$ cat src/rtl/expander_arbiter.sv
// expander_arbiter: round-robin arbiter sharing one bus_expander between NUM_REQ requesters
module expander_arbiter #(
  parameter int NUM_REQ = 2
) (
  input  logic                   sysclk,
  input  logic                   sysreset,
  input  logic [NUM_REQ-1:0]     req,
  input  logic [NUM_REQ-1:0]     we,
  input  logic [16*NUM_REQ-1:0]  addr,
  input  logic [16*NUM_REQ-1:0]  wdata,
  output logic [NUM_REQ-1:0]     ack,
  output logic [15:0]            rdata,
  output logic [NUM_REQ-1:0]     grant,
  input  logic                   hold,
  output logic                   busy,
  output logic [15:0]            exp_data_in,
  output logic                   exp_address_load,
  output logic                   exp_data_load,
  output logic                   exp_data_read,
  input  logic [15:0]            exp_data_out
);
  localparam int IW = $clog2(NUM_REQ);
  typedef enum logic [2:0] {IDLE, ADDR, WR, WR_WAIT, RD1, RD2, RD_CAP, DONE} state_t;
  state_t r_state, w_next;
  logic [IW-1:0]      r_ptr, w_pick, w_c;
  logic [NUM_REQ-1:0] r_grant, r_ack, w_onehot;
  logic               r_we, r_al, r_dl, r_dr;
  logic [15:0]        r_wdata, r_din, r_rdata, w_sel_addr;
  // scan from farthest to nearest so the first requester after r_ptr wins
  always_comb begin
    w_pick = r_ptr;
    w_c = '0;
    for (int j = NUM_REQ; j >= 1; j--) begin
      w_c = IW'((int'(r_ptr) + j) % NUM_REQ);
      if (req[w_c]) w_pick = w_c;
    end
  end
  assign w_onehot   = NUM_REQ'(1) << w_pick;
  assign w_sel_addr = addr[{w_pick, 4'b0} +: 16];
  always_comb begin
    w_next = r_state;
    case (r_state)
      IDLE:    w_next = (!hold && |req) ? ADDR : IDLE;
      ADDR:    w_next = r_we ? WR : RD1;
      WR:      w_next = WR_WAIT;
      WR_WAIT: w_next = DONE;
      RD1:     w_next = RD2;
      RD2:     w_next = RD_CAP;
      RD_CAP:  w_next = DONE;
      default: w_next = IDLE;
    endcase
  end
  // strobes are decoded from the next state so they line up with the state cycle
  always_ff @(posedge sysclk) begin
    if (sysreset) begin
      r_state <= IDLE;
      r_ptr   <= IW'(NUM_REQ - 1);
      r_grant <= '0;
      r_ack   <= '0;
      r_rdata <= '0;
      r_we    <= 1'b0;
      r_wdata <= '0;
      r_al    <= 1'b0;
      r_dl    <= 1'b0;
      r_dr    <= 1'b0;
      r_din   <= '0;
    end else begin
      r_state <= w_next;
      r_al    <= w_next == ADDR;
      r_dl    <= w_next == WR;
      r_dr    <= w_next == RD1 || w_next == RD2;
      r_din   <= w_next == ADDR ? w_sel_addr : w_next == WR ? r_wdata : '0;
      r_ack   <= w_next == DONE ? r_grant : '0;
      if (r_state == RD_CAP) r_rdata <= exp_data_out;
      if (w_next == ADDR) begin
        r_grant <= w_onehot;
        r_ptr   <= w_pick;
        r_we    <= we[w_pick];
        r_wdata <= wdata[{w_pick, 4'b0} +: 16];
      end else if (w_next == IDLE) r_grant <= '0;
    end
  end
  assign ack              = r_ack;
  assign rdata            = r_rdata;
  assign grant            = r_grant;
  assign busy             = r_state != IDLE;
  assign exp_data_in      = r_din;
  assign exp_address_load = r_al;
  assign exp_data_load    = r_dl;
  assign exp_data_read    = r_dr;
endmodule
$ cat config.mk
export PLATFORM = sky130hd
export DESIGN_NAME = expander_arbiter
export DESIGN_NICKNAME = d
export VERILOG_FILES = /design/src/rtl/expander_arbiter.sv
export SDC_FILE = /design/constraint.sdc
export NUM_CORES = 1
export LEC_CHECK = 0
export ABC_AREA = 1
export CAP_MARGIN = 10
export CORE_ASPECT_RATIO = 1.75
export CORE_UTILIZATION = 40
export DETAILED_ROUTE_END_ITERATION = 8
export PLACE_DENSITY = 0.81
export SYNTH_ARGS = -nofsm -noshare
export SYNTH_HDL_FRONTEND = slang
export SYNTH_SLANG_ARGS = --single-unit
$ cat constraint.sdc
create_clock -name sysclk -period 1.65 [get_ports sysclk]
set_clock_uncertainty 0.1 [all_clocks]
set_input_delay 0.33 -clock sysclk [delete_from_list [all_inputs] [get_ports sysclk]]
set_output_delay 0.33 -clock sysclk [all_outputs]
set_load 0.01 [all_outputs]
After elaboration in Yosys (flattened, before gate mapping)
Index checks and enable logic that the tools add are counted.
{ "op_classes": {"mul": 0, "bitwise_logic": 1, "shift": 3, "eq_ne": 11, "order_cmp": 3, "div_mod_pow": 0, "n_reduce_logical": 10, "add_sub_neg": 2, "n_mux": 15} }
{ "op_table": {"columns": ["op", "n"], "rows": [
  ["32-bit by 6-bit indexed part select with 16-bit output", 2],
  ["16-bit 2-to-1 mux", 2],
  ["3-bit equality test, second input constant", 6],
  ["3-bit one-hot mux with 6 select lines", 1],
  ["3-bit by 2-bit equality test with 1-bit output, second input constant", 3],
  ["1-bit 2-to-1 mux", 9],
  ["3-bit by 1-bit equality test with 1-bit output, second input constant", 2],
  ["3-bit zero test", 2],
  ["1-bit by 2-bit < comparator with 1-bit output, second input constant", 3],
  ["2-bit OR reduction", 3],
  ["2-bit 2-to-1 mux", 2],
  ["3-bit 2-to-1 mux", 1],
  ["3-bit nonzero test", 1],
  ["1-bit adder, second input constant", 2],
  ["2-bit nonzero test", 1],
  ["1-bit by 1-bit left shift with 2-bit output, first input constant", 1],
  ["1-bit logical AND", 1],
  ["1-bit zero test", 1],
  ["1-bit logical OR", 1],
  ["1-bit inverter", 1]
]} }
{ "totals": {"reg_bits": 60, "latchBits": 0, "ramBits": 0, "mem_count": 0, "elab_cells": 56, "mem_bits_ro": 0} }

Depth between registers and ports, before layout
Gate-level depths: netlist (run 1).
{ "depth": {"ltp_word": 7, "depth_mapped": 10, "depth_no_buf": 8} }

Worst setup path after synthesis (run 1)
Ideal clock, no wire load.
{ "synth_timing": {"kind": "reg2reg", "from": "register r_state[2]", "to": "register r_ptr", "t_arrival_ps": 1120, "setup_slack_ps": 307, "required_ps": 1427, "synth_period_minus_slack_ps": 1343, "path_stages_with_launch": 9, "setup_ps": 123, "path_cell_list": "dfxtp_1 nor2_2 nand2_2 nor2_4 buf_6 inv_4 buf_6 nand2_1 nand3_1"} }
{ "synth_via": {"elab_chain_cells": 4, "elab_cells_between_ends": 10, "cone_classes": "7 x eq/ne; 1 x mux; 2 x reduce/logical"} }
{ "synth_rtl": {"columns": ["item", "line", "source"], "rows": [
  ["from (decl)", "24", "state_t r_state, w_next;"],
  ["from (signal assigned)", "68", "r_state <= w_next;"],
  ["3-bit equality test / 3-bit by 2-bit equality test with 1-bit output (equally long branches)", "42", "case (r_state)"],
  ["2-bit OR reduction (no source line)", null, null],
  ["3-bit one-hot mux with 6 select lines (*)", "42", null],
  ["3-bit by 1-bit equality test with 1-bit output (*)", "75", "if (w_next == ADDR) begin"],
  ["to (signal assigned)", "57", "r_ptr <= IW'(NUM_REQ - 1);"],
  ["to (signal assigned)", "77", "r_ptr <= w_pick;"],
  ["to (decl)", "25", "logic [IW-1:0] r_ptr, w_pick, w_c;"]
]} }
Mark *: on every way between the ends. The rest lies on a longest branch, timed or not.
A chain may end at the register's enable or synchronous reset.

Worst setup path in the final report (run 1)
{ "layout_timing": {"from": "register r_din[4], in the netlist exp_data_in[4]", "to": "output port exp_data_in[4]"} }
{ "layout_rtl": {"columns": ["item", "line", "source"], "rows": [
  ["from (decl)", "28", "logic [15:0] r_wdata, r_din, r_rdata, w_sel_addr;"],
  ["from (signal assigned)", "72", "r_din <= w_next == ADDR ? w_sel_addr : w_next == WR ? r_wdata : '0;"],
  ["to (decl)", "16", "output logic [15:0] exp_data_in,"]
]} }
No word-level cell between the ends.

==> results_dict.tcl, run 1 <==
set metrics [dict create \
    ys_seq_area_share_pct 46.7 \
    antenna_left 0 \
    overflow 0 \
    cts_tree "done" \
    grt_pass1_wl_mm 11.6 \
    nFillCells 547 \
    cap_violations 0 \
    regToRegSetupSlack_ns 0.28 \
    cts_max_path_buffers 2 \
    synth_cells 375 \
    hold_violations 0 \
    setup-tns-final_ns 0 \
    final_cell_mix "nand2_1 (96), clkdlybuf4s50_1 (96), inv_1 (59), dfxtp_1 (59), o21ai_0 (49)" \
    drive_gt1_share_pct 8.17 \
    max_stage_delay_ns 0.54 \
    avgSynthCellArea_um2 6.86 \
    vias_per_cell 4.68 \
    vias 2779 \
    htree_levels 3 \
    syn_nets 462 \
    holdPathStages 2 \
    die_y_um 108 \
    place_area_um2 3970 \
    path_clk_slew_ns 0.07 \
    port_buffers 126 \
    gp_congestion 0.841 \
    layout.nets 596 \
    cts_sinks 60 \
    hold_class "reg2reg" \
    drt_pass1_iterations 4 \
    ir_drop_uv 723 \
    wl_mm 7.23 \
    whs_endpoint "ack[0]$_SDFF_PP0_" \
    power_density_nw_per_um2 958 \
    synth_seq_cells 60 \
    cp.arrival_ns 1.19 \
    rsz0062_at_grt "false" \
    rr_worst_depth 7 \
    yosys.area.top_type_share_pct 46.7 \
    crit_slowest_cell "clkdlybuf4s50_1" \
    crit_chain "clkdlybuf4s50_1" \
    grt_max_degree 27 \
    start_util_pct 41.6 \
    critPathBufInv 1 \
    cp-start-kind "register" \
    hpwl_mm 5.47 \
    clockRootBuffer "clkbuf_8" \
    drt-wirelength-per-cell_um 12.2 \
    antenna_found_initial 0 \
    diodes 0 \
    total_leakage_power_nw 2.29 \
    critPathKind "reg2out" \
    slew_violations 0 \
    pin_count 127 \
    outcome "finished clean" \
    clock_latency_ns 0.33 \
    startpoint "exp_data_in[4]$_SDFF_PP0_" \
    syn_to_final_growth_pct 64.4 \
    numCtsBuffers 9 \
    die_area_um2 6770 \
    crit_family "buffers and inverters" \
    final_area_um2 4230 \
    synthesis.area_um2 2570 \
    final_core_util_pct 68.4 \
    ys_types 22 \
    fp.dieW_um 62.6 \
    fmax_mhz 618 \
    ys_warn_count 0 \
    synth_area_leaders "dfxtp_1 (47%), nand2_1 (14%), o21ai_0 (9.5%)" \
    crit_fanout 1 \
    grt_pass1_vias 2739 \
    rr_endpoint "r_wdata[12]$_SDFFE_PP0N_" \
    drt_iter0_drc 95 \
    ctsHoldBuffers 0 \
    critPathRequiredTime_ns 1.22 \
    endpoint_kind "output pin" \
    cp.depth 1 \
    min_period_over_period_pct 98.1 \
    yosysTopAreaCell "dfxtp_1" \
    worstReg2RegStart "r_ptr$_SDFFE_PP1N_" \
    drcViolationCount 0 \
    num_rows 38 \
    gr-usage-all-layers_pct 22.1 \
    final_cells 594 \
    setup_violations 0 \
    relSlewSlack_pct 77.2 \
    tightest_slew_ns 0.342 \
    min_period_ns 1.62 \
    dp.cells 578 \
    hp-start "grant[0]$_SDFFE_PP0P_" \
    core_area_um2 6180 \
]
-- worst max path at each step --
stage | slack (ns) | end
2_1_floorplan | 0.31 | r_ptr$_SDFFE_PP1N_
3_5_place_dp | -0.16 | r_wdata[12]$_SDFFE_PP0N_
4_1_cts | 0.004 | exp_data_in[11]
3_3_place_gp | -0.11 | r_wdata[11]$_SDFFE_PP0N_
6_report | 0.03 | exp_data_in[4]
5_1_grt | 0.0003 | exp_data_in[0]
-- area by class of cell --
type / instances / area (µm²) / area share (%)
clock inverters: 3 / 42.5 / 1.01
multi-input cells: 234 / 1040 / 24.5
flip-flops and latches: 60 / 1200 / 28.4
repair buffers: 140 / 1430 / 33.7
inverters: 64 / 243 / 5.74
well taps: 80 / 100 / 2.37
clock buffers: 13 / 179 / 4.23
-- power breakdown --
part / total (mW) / internal, mW / switching, mW
clock network: 1.40 / 0.859 / 0.541
registers: 1.65 / 1.59 / 0.0692
logic: 0.998 / 0.497 / 0.501
-- through the flow --
step	total power [mW]	hold WS, ns	worst slack [ns]
global route	4.27	0.388	0.000290
finish	4.05	0.351	0.0317
detailed placement	2.70	0.346	-0.158
global placement	2.66	0.336	-0.114
floorplan	2.20	0.299	0.307
CTS	4.08	0.357	0.00354
-- cells in the mapped netlist --
library cell / instances
nand4_1: 1
nand3_1: 40
nand2_2: 2
inv_4: 1
nor2_2: 1
buf_4: 2
o21ai_1: 2
nor2_4: 1
nor3_2: 1
a21oi_1: 3
o21ai_0: 49
inv_2: 4
clkbuf_1: 5
o21ai_2: 1
buf_6: 3
nand2_1: 96
buf_2: 5
o211ai_1: 1
buf_1: 2
inv_1: 59
dfxtp_1: 60
nor2_1: 36
-- metal layers --
metal  up-vias  share of wire, %  GRT usage (%)  routed length (µm)
met5         -                 0              0                   0
met1      1258                36           19.6                2610
met3        17               3.8           4.32                 273
li1       1424                 -              -                   -
met4         0               3.6           13.0                 263
met2        80                57           44.7                4090
-- repair_timing --
item                       4_1_cts  5_1_grt
setup endpoints to repair       11       20
setup buffers                    0        0
resized for setup               12       20
-- flip-flops by register name, indices dropped and copies added, names as in the netlist, 2 cells and up --
name         cells
r_wdata         16
ack              2
exp_data_in     16
r_state          3
rdata           16
grant            2
-- kinds of logic after synthesis --
logic type             after synthesis  share of synthesized area (%)
and+or+nand+nor                    178                           28.8
buffers and inverters               81                           13.3
DFF                                 60                           46.7
AOI/OAI and AO/OA                   56                           11.1
(Power assumes the default switching activity.)
==> run 2: changes to the inputs <==
SETUP_SLACK_MARGIN = 0.4   (was not set)
==> run 2 against run 1 <==
Global-route usage up 12 points. Critical path depth up 7. Critical endpoint is now r_wdata[14]$_SDFFE_PP0N_. Non-clock buffer count up 17. Register-to-register slack worse by 0.14 ns. Sequential power up 3%. Clock power down 4%. Routed wire length up 64%. Sequential share of layout area down 3.7 points. Highest routed layer unchanged. Utilization up 13 points. Combinational power up 81%. Final area up 18%.
==> results_dict.tcl, run 2 (synthesis gave the netlist of run 1 again) <==
set metrics [dict create \
    outcome "finished clean" \
    num_rows 38 \
    pin_count 127 \
    grt_pass1_vias 3530 \
    overflow 0 \
    htree_levels 3 \
    crit_top_cell "nor2_4" \
    layout.nets 619 \
    slew_violations 0 \
    fmax_mhz 664 \
    place_area_um2 3960 \
    die_area_um2 6770 \
    diodes 0 \
    clock_latency_ns 0.35 \
    vias_per_cell 5.44 \
    mostFrequentLayoutCell "clkdlybuf4s50_1" \
    final_cell_mix "clkdlybuf4s50_1 (82), nand2_1 (68), inv_1 (48)" \
    min_period_over_period_pct 91.2 \
    grt_max_degree 20 \
    dp_slack_ns -0.194 \
    cts_sinks 60 \
    setup_slack_ns 0.145 \
    drt_iter0_drc 279 \
    numCtsBuffers 9 \
    holdWs_ns 0.209 \
    dp.cells 575 \
    wl_mm 11.8 \
    ir_drop_uv 847 \
    port_buffers 126 \
    setup-tns-final_ns 0 \
    syn_to_final_growth_pct 94.7 \
    gp_congestion 0.831 \
    final_cells 615 \
    fp.dieW_um 62.6 \
    critPathRequiredTime_ns 1.84 \
    rsz0062_at_grt "true" \
    crit_chain "nor2_4, nand2_4, nor2_4, buf_12, inv_8, nand2_2, nand3_2, inv_2" \
    cts_tree "done" \
    antenna_left 0 \
    critPathKind "reg2reg" \
    crit_slowest_cell "dfxtp_4" \
    tightest_slew_ns 0.308 \
    setup_violations 0 \
    gr-usage-all-layers_pct 34.1 \
    hold_violations 0 \
    core_area_um2 6180 \
    die_y_um 108 \
    grt_pass1_wl_mm 17.2 \
    total_power_mw 4.84 \
    antenna_found_initial 0 \
    endpoint_kind "register" \
    clockRootBuffer "clkbuf_8" \
    drive_gt1_share_pct 42.4 \
    hpwl_mm 5.48 \
    cts_max_path_buffers 2 \
    relSlewSlack_pct 79.2 \
    max_stage_delay_ns 0.36 \
    total_leakage_power_nw 2.32 \
    hold_class "in2reg" \
    power_density_nw_per_um2 966 \
    cap_violations 0 \
    vias 3346 \
    drcViolationCount 0 \
    ctsHoldBuffers 0 \
    start_util_pct 41.6 \
    cp.arrival_ns 1.70 \
    final_core_util_pct 81.1 \
    min_period_ns 1.51 \
    cp-start-kind "register" \
    final_area_um2 5010 \
    path_clk_slew_ns 0.06 \
    crit_fanout 5 \
    drt-wirelength-per-cell_um 19.2 \
    drt_pass1_iterations 5 \
]
[run 2: cell types whose count changed in the layout (fill, tap and decap cells not counted), sizes merged]
cell	delta
dlymetal6s2s	-18
inv	+2
clkinv	+1
dlygate4sd2	-9
nand2	+3
clkdlybuf4s50	-14
clkinvlp	-1
buf	+57
[run 2: path summary, 6_finish.rpt]
path	from	depth (start not counted)	to	slack, ns
worst max-delay path	r_state[1]$_SDFF_PP0_	8	r_wdata[14]$_SDFFE_PP0N_	0.14
worst min-delay path	sysreset	2	grant[1]$_SDFFE_PP0P_	0.21
worst max register to register	r_state[1]$_SDFF_PP0_	8	r_wdata[14]$_SDFFE_PP0N_	0.14
worst min register to register	grant[0]$_SDFFE_PP0P_	2	ack[0]$_SDFF_PP0_	0.36
[run 2: area by class of cell]
type	count	area [µm²]
flip-flops and latches	60	1240
well taps	80	100
fillers	336	1170
multi-input cells	237	1550
repair buffers	157	1620
clock inverters	2	35.0
clock buffers	12	155
repair inverters	3	38.8
inverters	64	270
[run 2: repair_timing]
item | 4_1_cts | 5_1_grt
endpoints found under the setup margin | 94 | 76
pin swaps | 42 | 12
setup buffers | 13 | 1
cloned | 11 | 1
resized for setup | 323 | 95
[run 2: layer usage]
layer	part of all wire (%)	routed length [µm]	GRT usage, %
met1	30	3600	30.5
met2	53	6310	63.3
met3	6.8	807	7.07
met4	9.3	1100	30.7
met5	0	0	0
[run 2: where the power goes]
part | switching, mW | internal, mW | total (mW)
sequential | 0.103 | 1.59 | 1.70
combinational | 0.972 | 0.835 | 1.81
clock | 0.576 | 0.761 | 1.34
total | 1.65 | 3.19 | 4.84
[run 2: worst max-delay path: cells and delay by family, from the launching register on]
kind / cells / cell delay, ns
buffers and inverters: 3 / 0.35
DFF: 1 / 0.36
and+or+nand+nor: 5 / 0.62
